## config.mk

```make
export PLATFORM = sky130hd
export DESIGN_NAME = fifo_ptr_sync_flat
export DESIGN_NICKNAME = d
export VERILOG_FILES = /design/src/rtl/fifo_ptr_sync_pkg.sv /design/src/rtl/fifo_ptr_sync_if.sv /design/src/rtl/fifo_ptr_sync_gray2bin.sv /design/src/rtl/fifo_ptr_sync.sv /design/src/flat_wrapper.sv
export SDC_FILE = /design/constraint.sdc
export NUM_CORES = 1
export LEC_CHECK = 0
export CAP_MARGIN = 20
export CORE_MARGIN = 2
export CORE_UTILIZATION = 30
export CTS_BUF_LIST = sky130_fd_sc_hd__clkbuf_4 sky130_fd_sc_hd__clkbuf_8
export CTS_CLUSTER_DIAMETER = 100
export DETAILED_ROUTE_END_ITERATION = 7
export SYNTH_ARGS = -nofsm -noshare
export SYNTH_HDL_FRONTEND = slang
export SYNTH_SLANG_ARGS = --single-unit
```

## constraint.sdc

```tcl
create_clock -name sync_clk -period 2.5 [get_ports sync_clk]
set_input_delay 0.375 -clock sync_clk [delete_from_list [all_inputs] [get_ports sync_clk]]
set_output_delay 0.375 -clock sync_clk [all_outputs]
set_load 0.02 [all_outputs]
```

## src/rtl/fifo_ptr_sync_pkg.sv

```systemverilog
// Shared constants and helpers for the gray-pointer synchroniser.
// Default widths and depths used by the FIFO instances.
package fifo_ptr_sync_pkg;

  localparam int DEF_ADDR_W = 4;
  localparam int DEF_STAGES = 2;

  // Pointer carries one extra wrap bit above the address.
  localparam int DEF_PTR_W = DEF_ADDR_W + 1;
  localparam int MAX_PTR_W = 16;

  typedef logic [MAX_PTR_W-1:0] ptr_max_t;

  // True when more than one bit is set: a legal gray step flips exactly one.
  function automatic logic multi_bit(input ptr_max_t x);
    return (x & (x - ptr_max_t'(1))) != '0;
  endfunction

endpackage

```

## src/rtl/fifo_ptr_sync_if.sv

```systemverilog
// Signal bundle between a FIFO side and its pointer synchroniser.
// master = the consuming FIFO logic, slave = the synchroniser itself.
interface fifo_ptr_sync_if
  import fifo_ptr_sync_pkg::*;
#(
  parameter int PTR_W = DEF_PTR_W
);
  logic [PTR_W-1:0] sync_in;
  logic             sync_err_clr;
  logic [PTR_W-1:0] sync_out;
  logic [PTR_W-1:0] sync_bin;
  logic [PTR_W-1:0] sync_delta;
  logic             sync_adv;
  logic             sync_valid;
  logic             sync_err;

  modport master (
    output sync_in, sync_err_clr,
    input  sync_out, sync_bin, sync_delta, sync_adv, sync_valid, sync_err
  );

  modport slave (
    input  sync_in, sync_err_clr,
    output sync_out, sync_bin, sync_delta, sync_adv, sync_valid, sync_err
  );
endinterface

```

## src/rtl/fifo_ptr_sync_gray2bin.sv

```systemverilog
// Combinational gray-to-binary converter, shared with the FIFO full/empty logic.
// Each binary bit is the xor of all gray bits at and above its position.
module gray2bin #(
  parameter int W = 5
) (
  input  logic [W-1:0] i_gray,
  output logic [W-1:0] o_bin
);

  // Prefix-xor from the MSB down, written per bit to avoid a feedback chain.
  always_comb begin
    o_bin = '0;
    for (int i = 0; i < W; i++) begin
      o_bin[i] = ^(i_gray >> i);
    end
  end

endmodule

```

## src/rtl/fifo_ptr_sync.sv

```systemverilog
// Gray-pointer synchroniser: configurable flop chain into sync_clk, binary
// conversion, per-cycle advance distance, and a sticky multi-bit-step flag.
module fifo_ptr_sync
  import fifo_ptr_sync_pkg::*;
#(
  parameter int PTR_W    = DEF_PTR_W,
  parameter int STAGES   = DEF_STAGES,
  parameter int CHECK_EN = 1
) (
  input  logic          sync_clk,
  input  logic          sync_rst,
  fifo_ptr_sync_if.slave bus
);

  localparam int                CNT_W   = $clog2(STAGES + 2);
  localparam logic [CNT_W-1:0]  CNT_MAX = CNT_W'(STAGES + 1);

  // Saturating warm-up increment.
  function automatic logic [CNT_W-1:0] sat_inc(input logic [CNT_W-1:0] c);
    return (c == CNT_MAX) ? c : c + 1'b1;
  endfunction

  (* ASYNC_REG = "TRUE" *) logic [PTR_W-1:0] r_chain [STAGES];
  logic [PTR_W-1:0] r_bin;
  logic [PTR_W-1:0] r_delta;
  logic             r_adv;
  logic [CNT_W-1:0] r_cnt;
  logic [PTR_W-1:0] w_out;
  logic [PTR_W-1:0] w_bin;
  logic [PTR_W-1:0] w_delta;
  logic             w_valid;
  logic             w_err;

  assign w_out   = r_chain[STAGES-1];
  assign w_delta = w_bin - r_bin;
  assign w_valid = (r_cnt == CNT_MAX);

  // Plain flop chain; nothing between stages so each flop only resolves metastability.
  always_ff @(posedge sync_clk or posedge sync_rst) begin
    if (sync_rst) begin
      for (int i = 0; i < STAGES; i++) r_chain[i] <= '0;
    end else begin
      r_chain[0] <= bus.sync_in;
      for (int i = 1; i < STAGES; i++) r_chain[i] <= r_chain[i-1];
    end
  end

  gray2bin #(.W(PTR_W)) u_gray2bin (
    .i_gray (w_out),
    .o_bin  (w_bin)
  );

  // Warm-up counter: outputs are trusted only once the chain holds post-reset data.
  always_ff @(posedge sync_clk or posedge sync_rst) begin
    if (sync_rst) r_cnt <= '0;
    else          r_cnt <= sat_inc(r_cnt);
  end

  // ---- stage p1: registered binary, advance distance and advance pulse ----
  // Delta and pulse are held at zero during warm-up so reset flush is not seen as motion.
  always_ff @(posedge sync_clk or posedge sync_rst) begin
    if (sync_rst) begin
      r_bin   <= '0;
      r_delta <= '0;
      r_adv   <= 1'b0;
    end else begin
      r_bin   <= w_bin;
      r_delta <= w_valid ? w_delta : '0;
      r_adv   <= w_valid && (w_delta != '0);
    end
  end

  generate
    if (CHECK_EN != 0) begin : g_check
      logic [PTR_W-1:0] r_prev;
      logic             r_err;
      logic             w_jump;

      assign w_jump = multi_bit(ptr_max_t'(w_out ^ r_prev));
      assign w_err  = r_err;

      // Previous synchronised gray, compared against the current one each cycle.
      always_ff @(posedge sync_clk or posedge sync_rst) begin
        if (sync_rst) r_prev <= '0;
        else          r_prev <= w_out;
      end

      // Sticky error; a new violation outranks a clear in the same cycle.
      always_ff @(posedge sync_clk or posedge sync_rst) begin
        if (sync_rst)                r_err <= 1'b0;
        else if (w_valid && w_jump)  r_err <= 1'b1;
        else if (bus.sync_err_clr)   r_err <= 1'b0;
      end
    end else begin : g_nocheck
      logic w_unused_clr;
      assign w_unused_clr = bus.sync_err_clr;
      assign w_err        = 1'b0;
    end
  endgenerate

  assign bus.sync_out   = w_out;
  assign bus.sync_bin   = r_bin;
  assign bus.sync_delta = r_delta;
  assign bus.sync_adv   = r_adv;
  assign bus.sync_valid = w_valid;
  assign bus.sync_err   = w_err;

endmodule

```

## src/flat_wrapper.sv

```systemverilog
// flat-port wrapper written by rule: the top's interface ports become plain ports
module fifo_ptr_sync_flat import fifo_ptr_sync_pkg::*;
#(
  parameter int PTR_W    = DEF_PTR_W,
  parameter int STAGES   = DEF_STAGES,
  parameter int CHECK_EN = 1
)
  (sync_clk, sync_rst, bus_sync_in, bus_sync_err_clr, bus_sync_out, bus_sync_bin, bus_sync_delta, bus_sync_adv, bus_sync_valid, bus_sync_err);
  fifo_ptr_sync_if #(.PTR_W(PTR_W)) bus_i ();
  input  logic sync_clk;
  input  logic sync_rst;
  input wire logic [$bits(bus_i.sync_in)-1:0] bus_sync_in;
  input wire logic [$bits(bus_i.sync_err_clr)-1:0] bus_sync_err_clr;
  output wire logic [$bits(bus_i.sync_out)-1:0] bus_sync_out;
  output wire logic [$bits(bus_i.sync_bin)-1:0] bus_sync_bin;
  output wire logic [$bits(bus_i.sync_delta)-1:0] bus_sync_delta;
  output wire logic [$bits(bus_i.sync_adv)-1:0] bus_sync_adv;
  output wire logic [$bits(bus_i.sync_valid)-1:0] bus_sync_valid;
  output wire logic [$bits(bus_i.sync_err)-1:0] bus_sync_err;
  assign bus_i.sync_in = bus_sync_in;
  assign bus_i.sync_err_clr = bus_sync_err_clr;
  assign bus_sync_out = bus_i.sync_out;
  assign bus_sync_bin = bus_i.sync_bin;
  assign bus_sync_delta = bus_i.sync_delta;
  assign bus_sync_adv = bus_i.sync_adv;
  assign bus_sync_valid = bus_i.sync_valid;
  assign bus_sync_err = bus_i.sync_err;
  fifo_ptr_sync #(.PTR_W(PTR_W), .STAGES(STAGES), .CHECK_EN(CHECK_EN)) u_core (.sync_clk(sync_clk), .sync_rst(sync_rst), .bus(bus_i));
endmodule
```

==> summary.md <==
| Metric | Value |
|---|---|
| Status | `finished, final reports clean` |
| Levels on crit path | `10` |
| Height of the die | `65.57 µm` |
| Worst path slowest cell | `fa_2` |
| Final Max Tran Viols | `0` |
| Placer Congestion | `0.7437` |
| FF+latch area | `700.7 µm²` |
| Reg-to-reg slack, setup | `0.15 ns` |
| Unique masters post-synth | `27` |
| Design area | `1501 µm²` |
| Hold Path Class | `reg2reg` |
| Initial cell density of the core | `31.07%` |
| VDD IR max | `0.3764 mV` |
| Flops & latches, synth | `28` |
| Detail Route Antenna Nets | `0` |
| Routed vias/inst | `4.106` |
| H-tree Lvls | `1` |
| Multi-input gate area | `356.6 µm²` |
| Pwr Total | `1.214 mW` |
| Worst Setup Start Kind | `flop` |
| Hold Fails Final Rpt | `0` |
| Slew headroom | `75.25%` |
| WP data required | `2.65 ns` |
| Sw Pwr | `0.3497 mW` |
| Ratio of cells with drive above 1 in the final layout | `15.18%` |
| Critical path class | `reg2reg` |
| Initial antenna violation count | `0` |
| Crit path arrival time | `2.50 ns` |
| Register-to-Register Path Depth | `10` |
| Yosys top cell by area | `dfrtp_1` |
| Chip width | `65.57 µm` |
| P_int | `0.8640 mW` |
| Root Buffer | `clkbuf_8` |
| Core Region | `3661 µm²` |
| Top Family by Delay on Critical Path | `XOR/XNOR gates` |
| Initial DRC Count | `7` |
| # rows | `22` |
| Clk buf depth | `2` |
| Io pins | `26` |
| Synth-to-Final Area Change | `32.01%` |
| Drt pass-1 iters | `2` |
| CP startpoint | `u_core.bus.sync_out[3]` |
| Drt wl/cell | `9.831 µm` |
| Synth area leaders | `dfrtp_1, ha_1, xor2_1` |
| Synth warnings | `0` |
| Grt total ovfl | `0` |
| Synthesized net count | `98` |
| Dpl cell area | `1421 µm²` |
| Avg Cell Area, Syn | `13.54 µm²` |
| Register area share after synthesis | `61.61%` |
| Setup Skew | `0.005690 ns` |
| Dpl hpwl | `1.221 mm` |
| Final core occ | `41.01%` |
| Leakage | `0.6706 nW` |
| DRC Markers | `0` |
| Synth top cells by count | `dfrtp_1, inv_1, xor2_1, buf_4, ha_1` |
| Combinational Power Share | `33.4%` |
| CP peak stage delay | `0.43 ns` |
| Clock slew at reported path FFs | `0.09 ns` |
| Final WL | `1.573 mm` |
| Largest net degree at the start of global routing | `29` |
| Switching share of total power | `28.81%` |
| Synth top area share | `61.61%` |
| Count leader, synth | `dfrtp_1` |
| Final critical-path share of the clock period | `94.18%` |
| Vias in the first global route | `641` |
| First-pass GRT wire length | `2.642 mm` |
| Reg2reg start | `u_core.bus.sync_out[3]` |
| Slew at the pin closest to its max-slew limit | `0.3700 ns` |
| CP Max Fanout | `3` |
| Sequential Power Share | `44.6%` |
| End of the critical path | `u_core.bus.sync_adv` |
| Hold slack | `0.3522 ns` |
| Power per cell area | `808.4 nW/µm²` |
| Die area | `4299 µm²` |
| Net count, final | `127` |
| Port Buffer Count | `25` |
| Endpoints failing setup | `0` |
| Via count | `657` |
| Worst path most repeated cell | `xor2_2` |
| Post-synth ARST share | `100.0%` |
| MaxCap Viol Count | `0` |
| # diodes | `0` |
| CP Cell Sequence | `xor2_2, xor2_2, xnor2_2, xor2_1, ha_1, inv_2, fa_2, nand2b_1, o21ai_1, o311ai_1` |
| Worst path bufs/invs | `1` |
| Tmin final | `2.355 ns` |
| Unrepaired setup endpoints after global routing | `true` |
| Crit end category | `flop` |
| Cells after Synth | `84` |
| Clk_lat worst skew | `0.27 ns` |
| Prevailing post-synth register cell | `dfrtp_1` |
| CTS tree | `done` |
| Aggregate global-route resource usage | `7.858%` |
| Clk sinks | `28` |
| Fillers | `354` |
| Clock power frac | `21.9%` |
| Fmax | `424.7 MHz` |
| Area of the mapped netlist | `1137 µm²` |
| TritonCTS Buffers | `3` |
| Post-synth EDFFs | `0` |
| Reg2reg end | `u_core.bus.sync_adv` |
[metrics by stage]
step           std cells  worst slack [ns]  setup TNS (ns)
3_3_place_gp         153           0.05798               0
5_1_grt              160          -0.01197        -0.01197
6_report             160            0.1454               0
2_1_floorplan         84            0.1609               0
3_5_place_dp         153          0.009366               0
4_1_cts              158           0.03063               0
[per-layer routing]
layer  global-route usage [%]  share of wire [%]
met3                    3.596                7.9
met5                        0                  0
met4                    1.823                  0
met2                    13.65                 49
met1                    8.772                 43
[sequential cells by signal, indices dropped and copies added, names as in the netlist]
| signal | cells |
|---|---|
| u_core.g_check.r_prev | 5 |
| u_core.bus.sync_adv | 1 |
| u_core.r_chain | 5 |
| u_core.bus.sync_bin | 4 |
| u_core.bus.sync_out | 5 |
| u_core.bus.sync_err | 1 |
| u_core.r_cnt | 2 |
| u_core.bus.sync_delta | 5 |
[repair_timing]
item                       CTS  global route
setup buffers                1             2
hold buffers                 0             0
gates resized for setup      0             4
setup endpoints to repair    1             1
pin swaps                    1             4
[how the worst min path moves through the flow]
stage / start / end / cells past startpoint
final: u_core.r_chain[9] / u_core.bus.sync_out[4] / 0
after CTS: u_core.r_chain[9] / u_core.bus.sync_out[4] / 0
after global routing: u_core.r_chain[5] / u_core.bus.sync_out[0] / 0
after floorplan: u_core.r_chain[5] / u_core.bus.sync_out[0] / 0
after global placement: u_core.r_chain[8] / u_core.bus.sync_out[3] / 0
after detailed placement: u_core.r_chain[9] / u_core.bus.sync_out[4] / 0
[power groups by stage]
stage | sequential, mW | clock (mW) | combinational [mW]
2_1_floorplan | 0.622 | 0 | 0.169
3_3_place_gp | 0.551 | 0 | 0.388
3_5_place_dp | 0.553 | 0 | 0.393
4_1_cts | 0.543 | 0.279 | 0.397
5_1_grt | 0.549 | 0.293 | 0.446
6_report | 0.542 | 0.266 | 0.406
[worst reg2reg max path, cell delays in order, from the launching register on]
cell	delay (ns)
dfrtp_1	0.41
xor2_2	0.24
xor2_2	0.24
xnor2_2	0.13
xor2_1	0.17
ha_1	0.20
inv_2	0.07
fa_2	0.43
nand2b_1	0.15
o21ai_1	0.11
o311ai_1	0.10
[kinds of logic after synthesis]
group	after synthesis	share of synthesized area, %
flip-flops	28	61.61
buffers and inverters	16	7.260
XOR/XNOR	12	11.22
AND/OR/NAND/NOR	11	5.170
AO/OA/AOI/OAI	10	6.491
adder cells (fa/ha/maj)	6	7.261
multiplexers	1	0.9900
[cell usage in the layout, fill, tap and decap left out]
cell type         n
xor2_2            2
inv_2             1
nor3_1            1
a32o_1            1
xnor2_1           2
xor2_1            7
or2_2             1
and3_1            1
clkbuf_8          4
o311ai_1          1
inv_1             8
xnor2_2           1
nand2b_1          1
ha_1              5
nor2_1            1
buf_4             6
dfrtp_1          28
nand2_1           1
a21oi_1           2
o21ai_0           1
a211o_1           1
mux2_2            1
and2_1            2
clkdlybuf4s50_1  25
a2111o_1          1
a21o_1            1
a211oi_1          1
fa_2              1
nand3_1           3
o21ai_1           1
[area by class of cell]
type                            count  share of cell area, %
Inverter                            9                  2.250
Sequential cell                    28                  46.67
Multi-Input combinational cell     40                  23.75
Clock buffer                        4                  3.667
Tap cell                           48                  4.000
Timing Repair Buffer               31                  19.67
Note: power is estimated with default switching activity, not from simulation.
